==> config.mk <==
export PLATFORM = sky130hd
export DESIGN_NAME = serial_add_seq
export DESIGN_NICKNAME = d
export VERILOG_FILES = /design/src/rtl/serial_add_pkg.sv /design/src/rtl/sum1b.sv /design/src/rtl/serial_add_seq.sv
export SDC_FILE = /design/constraint.sdc
export NUM_CORES = 1
export LEC_CHECK = 0
export ABC_AREA = 1
export CAP_MARGIN = 20
export CORE_MARGIN = 5
export CORE_UTILIZATION = 54
export CTS_BUF_LIST = sky130_fd_sc_hd__clkbuf_4 sky130_fd_sc_hd__clkbuf_8
export DETAILED_ROUTE_END_ITERATION = 8
export PLACE_DENSITY = 0.91
export RECOVER_POWER = 25
export SLEW_MARGIN = 20
export SYNTH_ARGS = -nofsm -noshare
export SYNTH_HDL_FRONTEND = slang
export SYNTH_SLANG_ARGS = --single-unit
==> constraint.sdc <==
create_clock -name clk -period 1.6 [get_ports clk]
set_input_delay 0.24 -clock clk [delete_from_list [all_inputs] [get_ports clk]]
set_output_delay 0.24 -clock clk [all_outputs]
set_load 0.01 [all_outputs]
==> src/rtl/serial_add_pkg.sv <==
// Shared types and constants for the bit-serial add/subtract sequencer.
package serial_add_pkg;

    typedef enum logic [1:0] {
        StIdle,
        StRun,
        StDone
    } state_e;

    localparam int unsigned W_DEF = 8;

    // Bit index counter width for a W-bit operand.
    function automatic int unsigned cnt_width(input int unsigned w);
        return (w < 2) ? 1 : $clog2(w);
    endfunction

endpackage

==> src/rtl/sum1b.sv <==
// 1-bit full-adder cell with propagate/generate outputs.
module sum1b (
    input  logic a_i,
    input  logic b_i,
    input  logic ci_i,
    output logic s_o,
    output logic co_o,
    output logic p_o,
    output logic g_o
);

    assign p_o  = a_i ^ b_i;
    assign g_o  = a_i & b_i;
    assign s_o  = p_o ^ ci_i;
    assign co_o = g_o | (p_o & ci_i);

endmodule

==> src/rtl/serial_add_seq.sv <==
// Bit-serial W-bit add/subtract sequencer: one full-adder cell, one bit per clock, LSB first.
module serial_add_seq
    import serial_add_pkg::*;
#(
    parameter int unsigned W = W_DEF
) (
    input  logic         clk,
    input  logic         rst,
    input  logic         start,
    input  logic         sub,
    input  logic [W-1:0] a,
    input  logic [W-1:0] b,
    output logic         busy,
    output logic         done,
    output logic [W-1:0] sum,
    output logic         c_out,
    output logic         ovf,
    output logic         prop_all
);

    localparam int unsigned CntW = cnt_width(W);
    localparam logic [CntW-1:0] CntLast = CntW'(W - 1);

    state_e          state_q, state_d;
    logic [W-1:0]    op_a_q, op_a_d;
    logic [W-1:0]    op_b_q, op_b_d;
    logic [W-1:0]    res_q, res_d;
    logic [W-1:0]    sum_q, sum_d;
    logic [CntW-1:0] cnt_q, cnt_d;
    logic            carry_q, carry_d;
    logic            pacc_q, pacc_d;
    logic            c_out_q, c_out_d;
    logic            ovf_q, ovf_d;
    logic            prop_all_q, prop_all_d;

    logic cell_s, cell_co, cell_p, g_unused;

    sum1b u_cell (
        .a_i  (op_a_q[0]),
        .b_i  (op_b_q[0]),
        .ci_i (carry_q),
        .s_o  (cell_s),
        .co_o (cell_co),
        .p_o  (cell_p),
        .g_o  (g_unused)
    );

    always_comb begin
        state_d    = state_q;
        op_a_d     = op_a_q;
        op_b_d     = op_b_q;
        res_d      = res_q;
        cnt_d      = cnt_q;
        carry_d    = carry_q;
        pacc_d     = pacc_q;
        sum_d      = sum_q;
        c_out_d    = c_out_q;
        ovf_d      = ovf_q;
        prop_all_d = prop_all_q;

        unique case (state_q)
            StIdle: begin
                if (start) begin
                    // Subtract as a + ~b + 1: invert B and seed the carry.
                    op_a_d  = a;
                    op_b_d  = b ^ {W{sub}};
                    carry_d = sub;
                    cnt_d   = '0;
                    pacc_d  = 1'b1;
                    state_d = StRun;
                end
            end
            StRun: begin
                op_a_d  = op_a_q >> 1;
                op_b_d  = op_b_q >> 1;
                res_d   = {cell_s, res_q[W-1:1]};
                carry_d = cell_co;
                pacc_d  = pacc_q & cell_p;
                if (cnt_q == CntLast) begin
                    // carry_q here is the carry into the MSB.
                    sum_d      = res_d;
                    c_out_d    = cell_co;
                    ovf_d      = carry_q ^ cell_co;
                    prop_all_d = pacc_d;
                    state_d    = StDone;
                end else begin
                    cnt_d = cnt_q + 1'b1;
                end
            end
            StDone: begin
                state_d = StIdle;
            end
            default: begin
                state_d = StIdle;
            end
        endcase
    end

    always_ff @(posedge clk or posedge rst) begin
        if (rst) begin
            state_q    <= StIdle;
            op_a_q     <= '0;
            op_b_q     <= '0;
            res_q      <= '0;
            cnt_q      <= '0;
            carry_q    <= 1'b0;
            pacc_q     <= 1'b0;
            sum_q      <= '0;
            c_out_q    <= 1'b0;
            ovf_q      <= 1'b0;
            prop_all_q <= 1'b0;
        end else begin
            state_q    <= state_d;
            op_a_q     <= op_a_d;
            op_b_q     <= op_b_d;
            res_q      <= res_d;
            cnt_q      <= cnt_d;
            carry_q    <= carry_d;
            pacc_q     <= pacc_d;
            sum_q      <= sum_d;
            c_out_q    <= c_out_d;
            ovf_q      <= ovf_d;
            prop_all_q <= prop_all_d;
        end
    end

    assign busy     = (state_q == StRun);
    assign done     = (state_q == StDone);
    assign sum      = sum_q;
    assign c_out    = c_out_q;
    assign ovf      = ovf_q;
    assign prop_all = prop_all_q;

endmodule

After elaboration in Yosys (flattened, before gate mapping)
Cells that the tools add are included.

Register bits: 42. Bits in latches: 0. RAM bits: 0. Bits in read-only memories: 0. Input port bits: 20. Logic and storage cells: 46. Memories: 0.

Add/sub/neg operators: 1. Multipliers: 0. Divide/modulo/power cells: 0. Magnitude comparators: 0. Eq/ne operators: 6. Shifts and indexed selects: 0. Multiplexer cells: 14. Bitwise operators: 8. Reduce and logical (&&, ||, !) cells: 6.

Operators by type and width (count): $pmux W8 S2 (2); $mux W8 (2); $xor A8 B8 Y8 (1); $mux W3 (2); $pmux W3 S2 (1); $reduce_and A2 Y1 (3); $mux W2 (2); $ne A2 B2 Y1 const B (2); $pmux W1 S2 (2); $pmux W2 S2 (1); $add A3 B1 Y3 const B (1); $and A1 B1 Y1 (3); $eq A3 B3 Y1 const B (1); $reduce_and A3 Y1 (1); $xor A1 B1 Y1 (3); $eq A2 B1 Y1 const B (1); $eq A2 B2 Y1 const B (1); $logic_not A2 Y1 (1); $mux W1 (2); $ne A2 B1 Y1 const B (1); $reduce_bool A2 Y1 (1); $or A1 B1 Y1 (1).

Logic depth before layout (Yosys ltp)
Gate-level depths: netlist of the first run.

Word-level depth: 4. Gate-level depth with buffers: 8.

Cells and area by module
A second synthesis of the first run with hierarchy kept.

Cells, all modules: 248. Area total of the unflattened synthesis: 1949.4 um^2.

Modules (own cells, without submodules): serial_add_seq (instances 1, cells each 246, area each 1916.8 um^2, sequential area each 1026.0 um^2); sum1b (instances 1, cells each 2, area each 32.5 um^2, sequential area each 0.0 um^2).

Worst setup path before layout of the first run
OpenSTA, ideal clock, no wires.

Path kind: register -> register. Start point: register cnt_q[0]. End point: register sum_q[1], in the netlist sum[1]. Setup time: 0.126 ns. Arrival time: 1.121 ns. Data required time: 1.474 ns. Setup slack: 0.353 ns. Cell stages (with the launch flop): 6. Buffers on the path: 1. Path through: dfrtp_1 -> ha_1 -> ha_1 -> nand2_1 -> clkbuf_2 -> o21ai_0.

Longest elaborated chain between the ends: 2.

Ends and longest elaborated chain: from (decl) (line serial_add_seq.sv:29) `logic [CntW-1:0] cnt_q, cnt_d;`; from (signal assigned) (line serial_add_seq.sv:117) `cnt_q <= cnt_d;`; $eq A3 B3 Y1 (line serial_add_seq.sv:79) `if (cnt_q == CntLast) begin`; $reduce_and A2 Y1 (no line); to (signal assigned) (line serial_add_seq.sv:120) `sum_q <= sum_d;`; to (decl) (line serial_add_seq.sv:28) `logic [W-1:0] sum_q, sum_d;`.

Every way passes these cells. A chain may end at the register's enable or synchronous reset.

Final worst setup path of the first run
Start point: register ovf_q, in the netlist ovf. End point: output ovf.

RTL lines: from (decl) (line serial_add_seq.sv:33) `logic ovf_q, ovf_d;`; from (signal assigned) (line serial_add_seq.sv:122) `ovf_q <= ovf_d;`; to (decl) (line serial_add_seq.sv:17) `output logic ovf,`.

No word-level cell between the ends.

==> qor.yml, run 1 <==
core_region_area_um2: 3416
internal-power_mw: 2.639
io_buffers: 32
diodes: 0
seqCellArea_um2: 1026
dieArea_um2: 4901
synthTopCellsByArea: "dfrtp_1, nand2_1, inv_1"
cp.required_ns: 1.36
syn_area_um2: 1944
track_usage_pct: 16.85
setup_viol: 0
synth_cell_types: 18
ys_seq_area_share_pct: 52.77
drt_drc_violations_left: 0
area_growth_syn_to_layout_pct: 21.49
drtPass1Iterations: 4
multi_input_area_um2: 723.2
ant_nets: 0
postCtsSetupBuffers: 0
cts_buffer_depth: 2
die_x_um: 70.01
grt_start_max_net_pins: 47
critPathTopFamily: "buffers and inverters"
rsz0062_at_grt: "false"
status: "complete, no violations"
overflow: 0
grt_pass1_vias: 1569
fin_tns_setup_ns: 0
drt-initial-drc-count: 109
dp_slack_ns: 0.08240
critPathSlowestCell: "clkdlybuf4s50_1"
hold_end: "op_a_q[7]$_DFFE_PP0P_"
period_needed_ns: 1.505
hpwl_um: 2577
max-slew-margin-rel_pct: 36.50
syn_nets: 274
fin_nets: 308
power_frac_seq_pct: 40.9
avgSynthCellArea_um2: 7.777
die_h_um: 70.01
timing.rr.start: "state_q[0]$_DFFE_PP0P_"
powerDensity_nw_per_um2: 1876
drt-vias-per-instance: 4.848
grt_antenna_before_repair: 0
hold_class: "input pin to flop"
finalHoldViolations: 0
start_util_pct: 56.92
setup_slack_ns: 0.09476
hold-path-cell-count: 3
rr_worst_depth: 5
crit_path_cell_trace: "clkdlybuf4s50_1"
n_fill_cell: 275
grt_first_pass_wirelength_um: 6693
h-tree-depth: 2
final_layout_size_suffix_gt1_share_pct: 5.986
drv_slew: 0
netSwitchingFraction_pct: 40.44
synth_top_area_cell: "dfrtp_1"
worstSetupStartpointType: "flop"
avgRoutedWirePerCell_um: 10.92
path_max_fanout: 2
vdd_ir_drop_max_uv: 1105
p_switching_mw: 1.792
p_comb_share_pct: 47.0
drv_cap: 0
reg2reg_to: "pacc_q$_DFFE_PP0P_"
path_buf_inv: 1
holdBufCountCts: 0
clk-insertion-delay-late_ns: 0.35
yosys_warnings: 0
cts_tree: "yes"
tightestPinTransition_ns: 0.9526
ys_ff_latch: 41
ff2ff_setup_slack_ns: 0.17
slowest_delay_ns: 0.54
fmax_mhz: 664.3
cts_buffers: 5
root_buffer: "clkbuf_4"
hold_start: "a[7]"
gp_congestion: 0.7645
yosysTopAreaCellShare_pct: 52.77
route.vias.total: 1600
fin_skew_ns: 0.008640
end_kind: "primary output"
syn_inst: 250
cts_sinks: 41
finalWirelength_um: 3602
p_clk_share_pct: 12.1
critPathKind: "flop to primary output"
clk_pin_slew_worst_paths_ns: 0.11
row_count: 21
power.leakage_nw: 1.235
cp_data_arrival_time_ns: 1.27
io_pins: 33
timing.final.crit_share_pct: 94.08
==> placed cells by master (no fill, tap or decap), types with 2 or more instances in the layout <==
cell type	count
o21ai_1	8
inv_1	30
clkdlybuf4s50_1	29
clkbuf_4	6
clkbuf_2	2
dfrtp_1	41
o21ai_0	19
ha_1	3
buf_4	3
nor2_1	21
nand2_1	100
nand3_1	11
==> worst max path at each step <==
stage	from	end	slack (ns)	cells after the start
after floorplan	cnt_q[0]$_DFFE_PP0P_	sum[1]$_DFFE_PP0P_	0.35	5
after global placement	state_q[0]$_DFFE_PP0P_	pacc_q$_DFFE_PP0P_	0.14	5
after detailed placement	state_q[0]$_DFFE_PP0P_	cnt_q[1]$_DFFE_PP0P_	0.08	6
after CTS	state_q[1]$_DFFE_PP0P_	busy	0.04	4
after global routing	state_q[0]$_DFFE_PP0P_	pacc_q$_DFFE_PP0P_	0.008	5
final	ovf$_DFFE_PP0P_	ovf	0.09	1
==> flip-flops by register name, summed over array words and instances (netlist names), 2 cells and up <==
name and cells:
state_q 2, sum 8, cnt_q 3, res_q 7
op_a_q 8, op_b_q 8
==> stage by stage <==
step | power (mW) | util [%] | instances | hold WS, ns | area, um^2
6_report | 4.431 | 69.16 | 330 | 0.4815 | 2362
5_1_grt | 4.915 | 69.16 | 330 | 0.5050 | 2362
4_1_cts | 4.452 | 69.49 | 330 | 0.2194 | 2374
3_5_place_dp | 3.920 | 67.84 | 323 | 0.4636 | 2317
3_3_place_gp | 3.779 | 67.84 | 323 | 0.4574 | 2317
2_1_floorplan | 3.287 | - | 250 | 0.3869 | 1944
==> layout make-up <==
class                   instances  area share [%]
flip-flops and latches         41           43.43
repair buffers                 38           15.94
inverters                      32           5.085
clock buffers                   7           2.489
well taps                      46           2.436
multi-input cells             166           30.61
==> repair_timing <==
action | CTS | global route
endpoints found under the hold margin | 0 | 0
gates resized for setup | 2 | 5
pin swaps | 0 | 0
setup endpoints to repair | 2 | 15
==> Yosys cell counts <==
cell      instances
nor2_1           21
dfrtp_1          41
o21ai_0          19
nand3_1          11
inv_2             1
o21ai_1           8
inv_1            30
nor2_2            1
xnor2_1           1
fa_1              1
clkinv_1          1
nand2_1         100
ha_1              3
buf_4             3
buf_6             2
nand2_2           1
buf_2             5
clkbuf_2          1
==> worst min-delay path, cell delays in order <==
cell and delay (ns):
clkdlybuf4s50_1 0.40, nand3_1 0.08, o21ai_0 0.07
==> power groups by stage <==
stage	combinational (mW)	sequential [mW]	clock (mW)
after floorplan	1.46	1.83	0
after global placement	1.98	1.80	0
after detailed placement	2.09	1.83	0
after CTS	2.09	1.81	0.550
after global routing	2.45	1.88	0.581
final	2.08	1.81	0.538
==> layer usage <==
| metal | part of all wire [%] | global-route usage, % | routed length, um | up-vias |
|---|---|---|---|---|
| met5 | 0 | 0 | 0 | - |
| met4 | 2.2 | 8.298 | 78 | 0 |
| met3 | 4.8 | 4.017 | 173 | 7 |
| met2 | 49 | 27.81 | 1773 | 33 |
| met1 | 44 | 20.62 | 1577 | 736 |
| li1 | - | - | - | 824 |
==> cells by family (layout without fill, tap and decap cells) <==
family                   count (synthesis)  in the layout  synth area share, %
AND/OR/NAND/NOR                        134            134                26.83
buffers and inverters                   43             77                10.04
flip-flops                              41             41                52.77
AO/OA/AOI/OAI                           27             27                6.950
adder cells (fa/ha/maj)                  4              4                2.960
XOR/XNOR                                 1              1               0.4505
Power figures use the tool's default switching activity.
==> inputs of run 2 (changes only) <==
--- a/config.mk
+++ b/config.mk
@@ -5,7 +5,6 @@
 export SDC_FILE = /design/constraint.sdc
 export NUM_CORES = 1
 export LEC_CHECK = 0
-export ABC_AREA = 1
 export CAP_MARGIN = 20
 export CORE_MARGIN = 5
 export CORE_UTILIZATION = 54
==> qor.yml, run 2 <==
synth_edf_count: 0  # unchanged
crit_path_cell_trace: "clkdlybuf4s50_1"  # unchanged
grt-busiest-layer: "met2"  # unchanged
fmax_mhz: 647.7  # was 664.3 MHz
hpwl_um: 2591  # was 2577 um
utilization_pct: 70.88  # was 69.16%
setup_viol: 0  # unchanged
core_region_area_um2: 3416  # unchanged
p_switching_mw: 1.544  # was 1.792 mW
hold_class: "input pin to flop"  # unchanged
cp_num_cells: 1  # unchanged
grt_start_max_net_pins: 42  # was 47
setup_slack_ns: 0.05597  # was 0.09476 ns
final_common_cell: "dfrtp_1"  # was nand2_1
p_comb_share_pct: 44.1  # was 47.0%
synthTopCellsByArea: "dfrtp_1, mux2i_1, mux2_2"  # was dfrtp_1, nand2_1, inv_1
critPathKind: "flop to primary output"  # unchanged
cts_sinks: 41  # unchanged
diodes: 0  # unchanged
cts_tree: "yes"  # unchanged
grt_first_pass_wirelength_um: 6630  # was 6693 um
root_buffer: "clkbuf_4"  # unchanged
fin_tns_setup_ns: 0  # unchanged
area_growth_syn_to_layout_pct: 24.76  # was 21.49%
syn_nets: 178  # was 274
cp.required_ns: 1.36  # about the same
powerDensity_nw_per_um2: 1882  # was 1876 nW/um^2
internal-power_mw: 3.011  # was 2.639 mW
synthArstFlopShare_pct: 100.0  # unchanged
clk-insertion-delay-late_ns: 0.36  # was 0.35 ns
grt_pass1_vias: 1337  # was 1569
rr_worst_depth: 4  # was 5
synth_cell_types: 27  # was 18
synthTopCellsByCount: "dfrtp_1, nand2_1, mux2i_1, o21ai_1, mux2_2"  # was nand2_1, dfrtp_1, inv_1
syn_area_um2: 1941  # was 1944 um^2
yosysTopAreaCellShare_pct: 52.87  # was 52.77%
drtPass1Iterations: 4  # unchanged
critPathTopFamily: "buffers and inverters"  # unchanged
route.vias.total: 1264  # was 1600
die_h_um: 69.95  # was 70.01 um
dp_slack_ns: 0.01352  # was 0.08240 ns
ant_nets: 0  # unchanged
max-slew-margin-rel_pct: 35.62  # was 36.50%
grtUsageMet2_pct: 29.49  # was 27.81%
finalWirelength_um: 3928  # was 3602 um
timing.rr.start: "cnt_q[0]$_DFFE_PP0P_"  # was state_q[0]$_DFFE_PP0P_
path_buf_inv: 1  # unchanged
status: "complete, no violations"  # unchanged
power.leakage_nw: 1.169  # was 1.235 nW
cts_buffer_depth: 2  # unchanged
die_x_um: 69.95  # was 70.01 um
track_usage_pct: 17.51  # was 16.85%
drt-vias-per-instance: 5.245  # was 4.848
critPathSlowestCell: "clkdlybuf4s50_1"  # unchanged
layout_common_cells: "dfrtp_1, clkdlybuf4s50_1, nand2_1, mux2i_1, o21ai_1"  # was nand2_1, dfrtp_1, inv_1, clkdlybuf4s50_1, nor2_1
cp_data_arrival_time_ns: 1.30  # was 1.27 ns
io_buffers: 32  # unchanged
timing.final.crit_share_pct: 96.50  # was 94.08%
io_pins: 33  # unchanged
tightestPinTransition_ns: 0.9657  # was 0.9526 ns
start_util_pct: 56.81  # was 56.92%
fin_skew_ns: 0.006724  # was 0.008640 ns
clk_pin_slew_worst_paths_ns: 0.12  # was 0.11 ns
netSwitchingFraction_pct: 33.90  # was 40.44%
ys_seq_area_share_pct: 52.87  # was 52.77%
final_layout_size_suffix_gt1_share_pct: 22.05  # was 5.986%
yosys_warnings: 0  # unchanged
avgRoutedWirePerCell_um: 16.30  # was 10.92 um
h-tree-depth: 2  # unchanged
syn_inst: 154  # was 250
drt-initial-drc-count: 71  # was 109
crit_path_end: "prop_all"  # was ovf
drv_cap: 0  # unchanged
met3_usage_pct: 5.308  # was 4.017%
holdBufCountCts: 0  # unchanged
yosysMostFrequentCell: "dfrtp_1"  # was nand2_1
path_max_fanout: 2  # unchanged
worstSetupStartpointType: "flop"  # unchanged
end_kind: "primary output"  # unchanged
n_fill_cell: 244  # was 275
cts_buffers: 5  # unchanged
grt_antenna_before_repair: 0  # unchanged
synth_top_area_cell: "dfrtp_1"  # unchanged
finalHoldViolations: 0  # unchanged
drv_slew: 0  # unchanged
ys_dominant_reg_cell: "dfrtp_1"  # unchanged
ys_ff_latch: 41  # unchanged
fin_nets: 218  # was 308
row_count: 21  # unchanged
reg2reg_to: "sum[0]$_DFFE_PP0P_"  # was pacc_q$_DFFE_PP0P_
period_needed_ns: 1.544  # was 1.505 ns
ff2ff_setup_slack_ns: 0.07  # was 0.17 ns
drt_drc_violations_left: 0  # unchanged
fin_hold_ws_ns: 0.4852  # was 0.4815 ns
crit_path_start: "prop_all$_DFFE_PP0P_"  # was ovf$_DFFE_PP0P_
dieArea_um2: 4892  # was 4901 um^2
p_total_mw: 4.555  # was 4.431 mW
gp_congestion: 0.7243  # was 0.7645
overflow: 0  # unchanged
slowest_delay_ns: 0.55  # was 0.54 ns
power_frac_seq_pct: 40.0  # was 40.9%
vdd_ir_drop_max_uv: 920.4  # was 1105 uV
avgSynthCellArea_um2: 12.60  # was 7.777 um^2
use_met1_pct: 20.76  # was 20.62%
hold_start: "a[4]"  # was a[7]
p_clk_share_pct: 16.0  # was 12.1%
run 2: cell count changes in the layout (fill, tap and decap cells not counted), moves of 4 or more:
cell	before	now
mux2i_1	0	15
o21ai_0	19	6
a22o_1	0	4
mux2_4	0	4
inv_1	30	2
nor2_1	21	2
o21ai_1	8	15
nand2_1	100	21
mux2_2	0	13
buf_4	3	7
nand3_1	11	0
xor2_1	0	8
run 2: per-layer routing:
layer	share of wire, %	vias up	wire length (um)
met2	51	28	2014
met4	1.8	0	69
met5	0	-	0
li1	-	610	-
met1	43	618	1683
met3	4.1	8	160
run 2: cell type report:
cell class	instances	area [um^2]	area share, %
multi-input combinational	103	837.1	34.57
sequential	41	1028	42.48
timing repair buffer	41	401.6	16.59
tap	46	57.56	2.377
clock buffer	6	51.30	2.119
inverter	2	7.507	0.3101
clock inverter	2	37.54	1.550
run 2: kinds of logic (layout without fill, tap and decap cells):
family / count (synthesis) / in the layout / synth area share (%)
adders and majority gates: 4 / 4 / 2.966
muxes: 32 / 32 / 18.38
buffers and inverters: 11 / 51 / 5.609
and+or+nand+nor: 28 / 29 / 7.286
xor gates and xnor gates: 9 / 9 / 4.062
DFF: 41 / 41 / 52.87
AOI/OAI and AO/OA: 29 / 29 / 8.833
run 2: per-stage QoR:
step	cells	area [um^2]
final	241	2421
after global routing	241	2421
after CTS	241	2412
after detailed placement	230	2295
after global placement	230	2295
after floorplan	154	1941
run 2: power by group through the flow:
stage	Sequential [mW]	Clock, mW	Combinational [mW]
CTS	1.81	0.736	1.98
finish	1.82	0.728	2.01
global placement	1.79	0	1.82
global route	1.88	0.796	2.17
floorplan	1.80	0	1.38
detailed placement	1.82	0	1.93
run 2: what timing repair did:
item	4_1_cts	5_1_grt
pin swaps	1	0
gates resized for setup	5	5
endpoints found under the hold margin	0	0
endpoints found under the setup margin	3	7
cloned	1	0
buffers inserted	2	0
run 2: how the worst min path moves through the flow:
stage | end | slack [ns] | depth (start not counted)
4_1_cts | sum[4]$_DFFE_PP0P_ | 0.21 | 3
3_5_place_dp | op_b_q[7]$_DFFE_PP0P_ | 0.47 | 2
6_report | op_a_q[4]$_DFFE_PP0P_ | 0.49 | 3
5_1_grt | op_a_q[4]$_DFFE_PP0P_ | 0.48 | 3
3_3_place_gp | op_a_q[5]$_DFFE_PP0P_ | 0.47 | 2
2_1_floorplan | op_a_q[0]$_DFFE_PP0P_ | 0.42 | 2
==> inputs of run 3 (changes only) <==
--- a/config.mk
+++ b/config.mk
@@ -6,13 +6,16 @@
 export NUM_CORES = 1
 export LEC_CHECK = 0
 export CAP_MARGIN = 20
+export CELL_PAD_IN_SITES_DETAIL_PLACEMENT = 0
+export CELL_PAD_IN_SITES_GLOBAL_PLACEMENT = 2
 export CORE_MARGIN = 5
-export CORE_UTILIZATION = 54
+export CORE_UTILIZATION = 36
 export CTS_BUF_LIST = sky130_fd_sc_hd__clkbuf_4 sky130_fd_sc_hd__clkbuf_8
 export DETAILED_ROUTE_END_ITERATION = 8
-export PLACE_DENSITY = 0.91
+export PLACE_DENSITY = 0.9
 export RECOVER_POWER = 25
-export SLEW_MARGIN = 20
+export SLEW_MARGIN = 0
 export SYNTH_ARGS = -nofsm -noshare
 export SYNTH_HDL_FRONTEND = slang
+export SYNTH_HIERARCHICAL = 1
 export SYNTH_SLANG_ARGS = --single-unit
==> qor.yml, run 3 <==
status: "complete, no violations"  # unchanged
gp_congestion: 0.7513  # was 0.7243
grt_first_pass_wirelength_um: 5809  # was 6630 um
h-tree-depth: 2  # unchanged
die_x_um: 83.28  # was 69.95 um
row_count: 26  # was 21
syn_inst: 154  # unchanged
overflow: 0  # unchanged
drtPass1Iterations: 4  # unchanged
synth_edf_count: 0  # unchanged
setup_viol: 0  # unchanged
final_common_cell: "dfrtp_1"  # unchanged
start_util_pct: 37.37  # was 56.81%
ant_nets: 0  # unchanged
finalWirelength_um: 3462  # was 3928 um
syn_area_um2: 1933  # was 1941 um^2
rr_worst_depth: 4  # unchanged
fmax_mhz: 660.9  # was 647.7 MHz
hold_start: "op_a_q[2]$_DFFE_PP0P_"  # was a[4]
timing.rr.start: "cnt_q[0]$_DFFE_PP0P_"  # unchanged
rsz0062_at_grt: "false"
cp.required_ns: 1.36  # about the same
timing.final.crit_share_pct: 94.57  # was 96.50%
yosys_warnings: 6  # was 0
tightestPinTransition_ns: 0.9782  # was 0.9657 ns
yosysMostFrequentCell: "dfrtp_1"  # unchanged
ys_seq_area_share_pct: 53.07  # was 52.87%
drv_cap: 0  # unchanged
ys_dominant_reg_cell: "dfrtp_1"  # unchanged
synthArstFlopShare_pct: 100.0  # unchanged
yosysTopAreaCellShare_pct: 53.07  # was 52.87%
fin_skew_ns: 0.005549  # was 0.006724 ns
utilization_pct: 47.15  # was 70.88%
fin_area_um2: 2439  # was 2421 um^2
holdBufCountCts: 0  # unchanged
io_pins: 33  # unchanged
cp_data_arrival_time_ns: 1.27  # was 1.30 ns
cts_buffers: 5  # unchanged
max-slew-margin-rel_pct: 34.79  # was 35.62%
layout_common_cells: "dfrtp_1, clkdlybuf4s50_1, nand2_1, mux2i_1, o21ai_1"  # unchanged
setup_slack_ns: 0.08687  # was 0.05597 ns
powerDensity_nw_per_um2: 1851  # was 1882 nW/um^2
drt_drc_violations_left: 0  # unchanged
dieArea_um2: 6936  # was 4892 um^2
end_kind: "primary output"  # unchanged
placed_area_um2: 2318  # was 2295 um^2
reg2reg_to: "sum[0]$_DFFE_PP0P_"  # unchanged
path_max_fanout: 9  # was 2
multi_input_area_um2: 820.8  # was 837.1 um^2
ff2ff_setup_slack_ns: 0.11  # was 0.07 ns
fin_hold_ws_ns: 0.4864  # was 0.4852 ns
synthTopCellsByArea: "dfrtp_1, mux2i_1, mux2_2"  # unchanged
drt-initial-drc-count: 25  # was 71
ys_ff_latch: 41  # unchanged
vdd_ir_drop_max_uv: 660.8  # was 920.4 uV
n_fill_cell: 465  # was 244
synth_cell_types: 26  # was 27
die_h_um: 83.28  # was 69.95 um
final_layout_size_suffix_gt1_share_pct: 21.24  # was 22.05%
hold-path-cell-count: 2  # was 3
critPathKind: "flop to primary output"  # unchanged
drv_slew: 0  # unchanged
worstSetupStartpointType: "flop"  # unchanged
diodes: 0  # unchanged
instances_no_fill: 263  # was 241
dp_slack_ns: 0.02900  # was 0.01352 ns
grt_antenna_before_repair: 0  # unchanged
hold_class: "flop to flop"  # was input pin to flop
power.leakage_nw: 1.153  # was 1.169 nW
syn_nets: 178  # unchanged
area_growth_syn_to_layout_pct: 26.15  # was 24.76%
grt_start_max_net_pins: 42  # unchanged
p_total_mw: 4.514  # was 4.555 mW
synthTopCellsByCount: "dfrtp_1, nand2_1, mux2i_1, o21ai_1, mux2_2"  # unchanged
synth_top_area_cell: "dfrtp_1"  # unchanged
cts_tree: "yes"  # unchanged
seqCellArea_um2: 1027  # was 1028 um^2
fin_nets: 216  # was 218
hold_end: "op_a_q[2]$_DFFE_PP0P_"  # was op_a_q[4]$_DFFE_PP0P_
hpwl_um: 2466  # was 2591 um
clk-insertion-delay-late_ns: 0.29  # was 0.36 ns
core_region_area_um2: 5172  # was 3416 um^2
io_buffers: 32  # unchanged
period_needed_ns: 1.513  # was 1.544 ns
root_buffer: "clkbuf_8"  # was clkbuf_4
grt_pass1_vias: 1282  # was 1337
avgSynthCellArea_um2: 12.55  # was 12.60 um^2
route.vias.total: 1222  # was 1264
cts_sinks: 41  # unchanged
finalHoldViolations: 0  # unchanged
drt-vias-per-instance: 4.646  # was 5.245
post-place-cells: 253  # was 230
clk_pin_slew_worst_paths_ns: 0.08  # was 0.12 ns
avgRoutedWirePerCell_um: 13.16  # was 16.30 um
fin_tns_setup_ns: 0  # unchanged
track_usage_pct: 10.15  # was 17.51%
cts_buffer_depth: 2  # unchanged
-- run 3: metal layers --
metal  up-vias  GRT usage, %  share of wire [%]  wire [um]
li1        610             -                  -          -
met1       580         11.71                 45       1541
met2        27         17.20                 49       1703
met3         5         2.871                4.9        171
met4         0         4.903                1.3         44
met5         -             0                  0          0
-- run 3: area by class of cell --
class                      instances  area share [%]
clock buffer                       6           3.130
clock inverter                     2           1.591
inverter                           2          0.3079
multi-input combinational        103           33.66
sequential                        41           42.12
tap                               70           3.592
timing repair buffer              39           15.60
-- run 3: timing repair --
action | in CTS | in global routing
pin swaps | 0 | 1
endpoints found under the setup margin | 2 | 10
cloned | 0 | 1
buffers inserted | 1 | 0
resized for setup | 3 | 1
-- run 3: logic make-up after synthesis --
group           synth area share, %
mux                           18.45
buf+inv                       5.178
xor+xnor                      4.078
simple gates                  7.314
compound gates                8.932
fa+ha+maj                     2.978
flops                         53.07
-- run 3: critical path, cell delays in order, from the launching register on --
cell and delay, ns:
dfrtp_2 0.49, and2b_2 0.22, dlygate4sd2_1 0.28
-- run 3: how the worst max path moves through the flow --
stage                                start  depth (start not counted)                   end  slack, ns
detailed placement    cnt_q[0]$_DFFE_PP0P_                          4    sum[4]$_DFFE_PP0P_       0.03
CTS                   cnt_q[0]$_DFFE_PP0P_                          4    sum[4]$_DFFE_PP0P_       0.02
global route          cnt_q[1]$_DFFE_PP0P_                          5  cnt_q[0]$_DFFE_PP0P_       0.02
global placement      cnt_q[0]$_DFFE_PP0P_                          4    sum[0]$_DFFE_PP0P_       0.09
floorplan             cnt_q[0]$_DFFE_PP0P_                          5     c_out$_DFFE_PP0P_       0.06
finish              state_q[1]$_DFFE_PP0P_                          2                  done       0.09
-- run 3: power breakdown --
part           switching (mW)  internal (mW)  leakage, nW
Sequential              0.292           1.50        0.510
Clock                   0.344          0.485       0.0588
Combinational           0.774           1.12        0.585
Total                    1.41           3.10         1.15
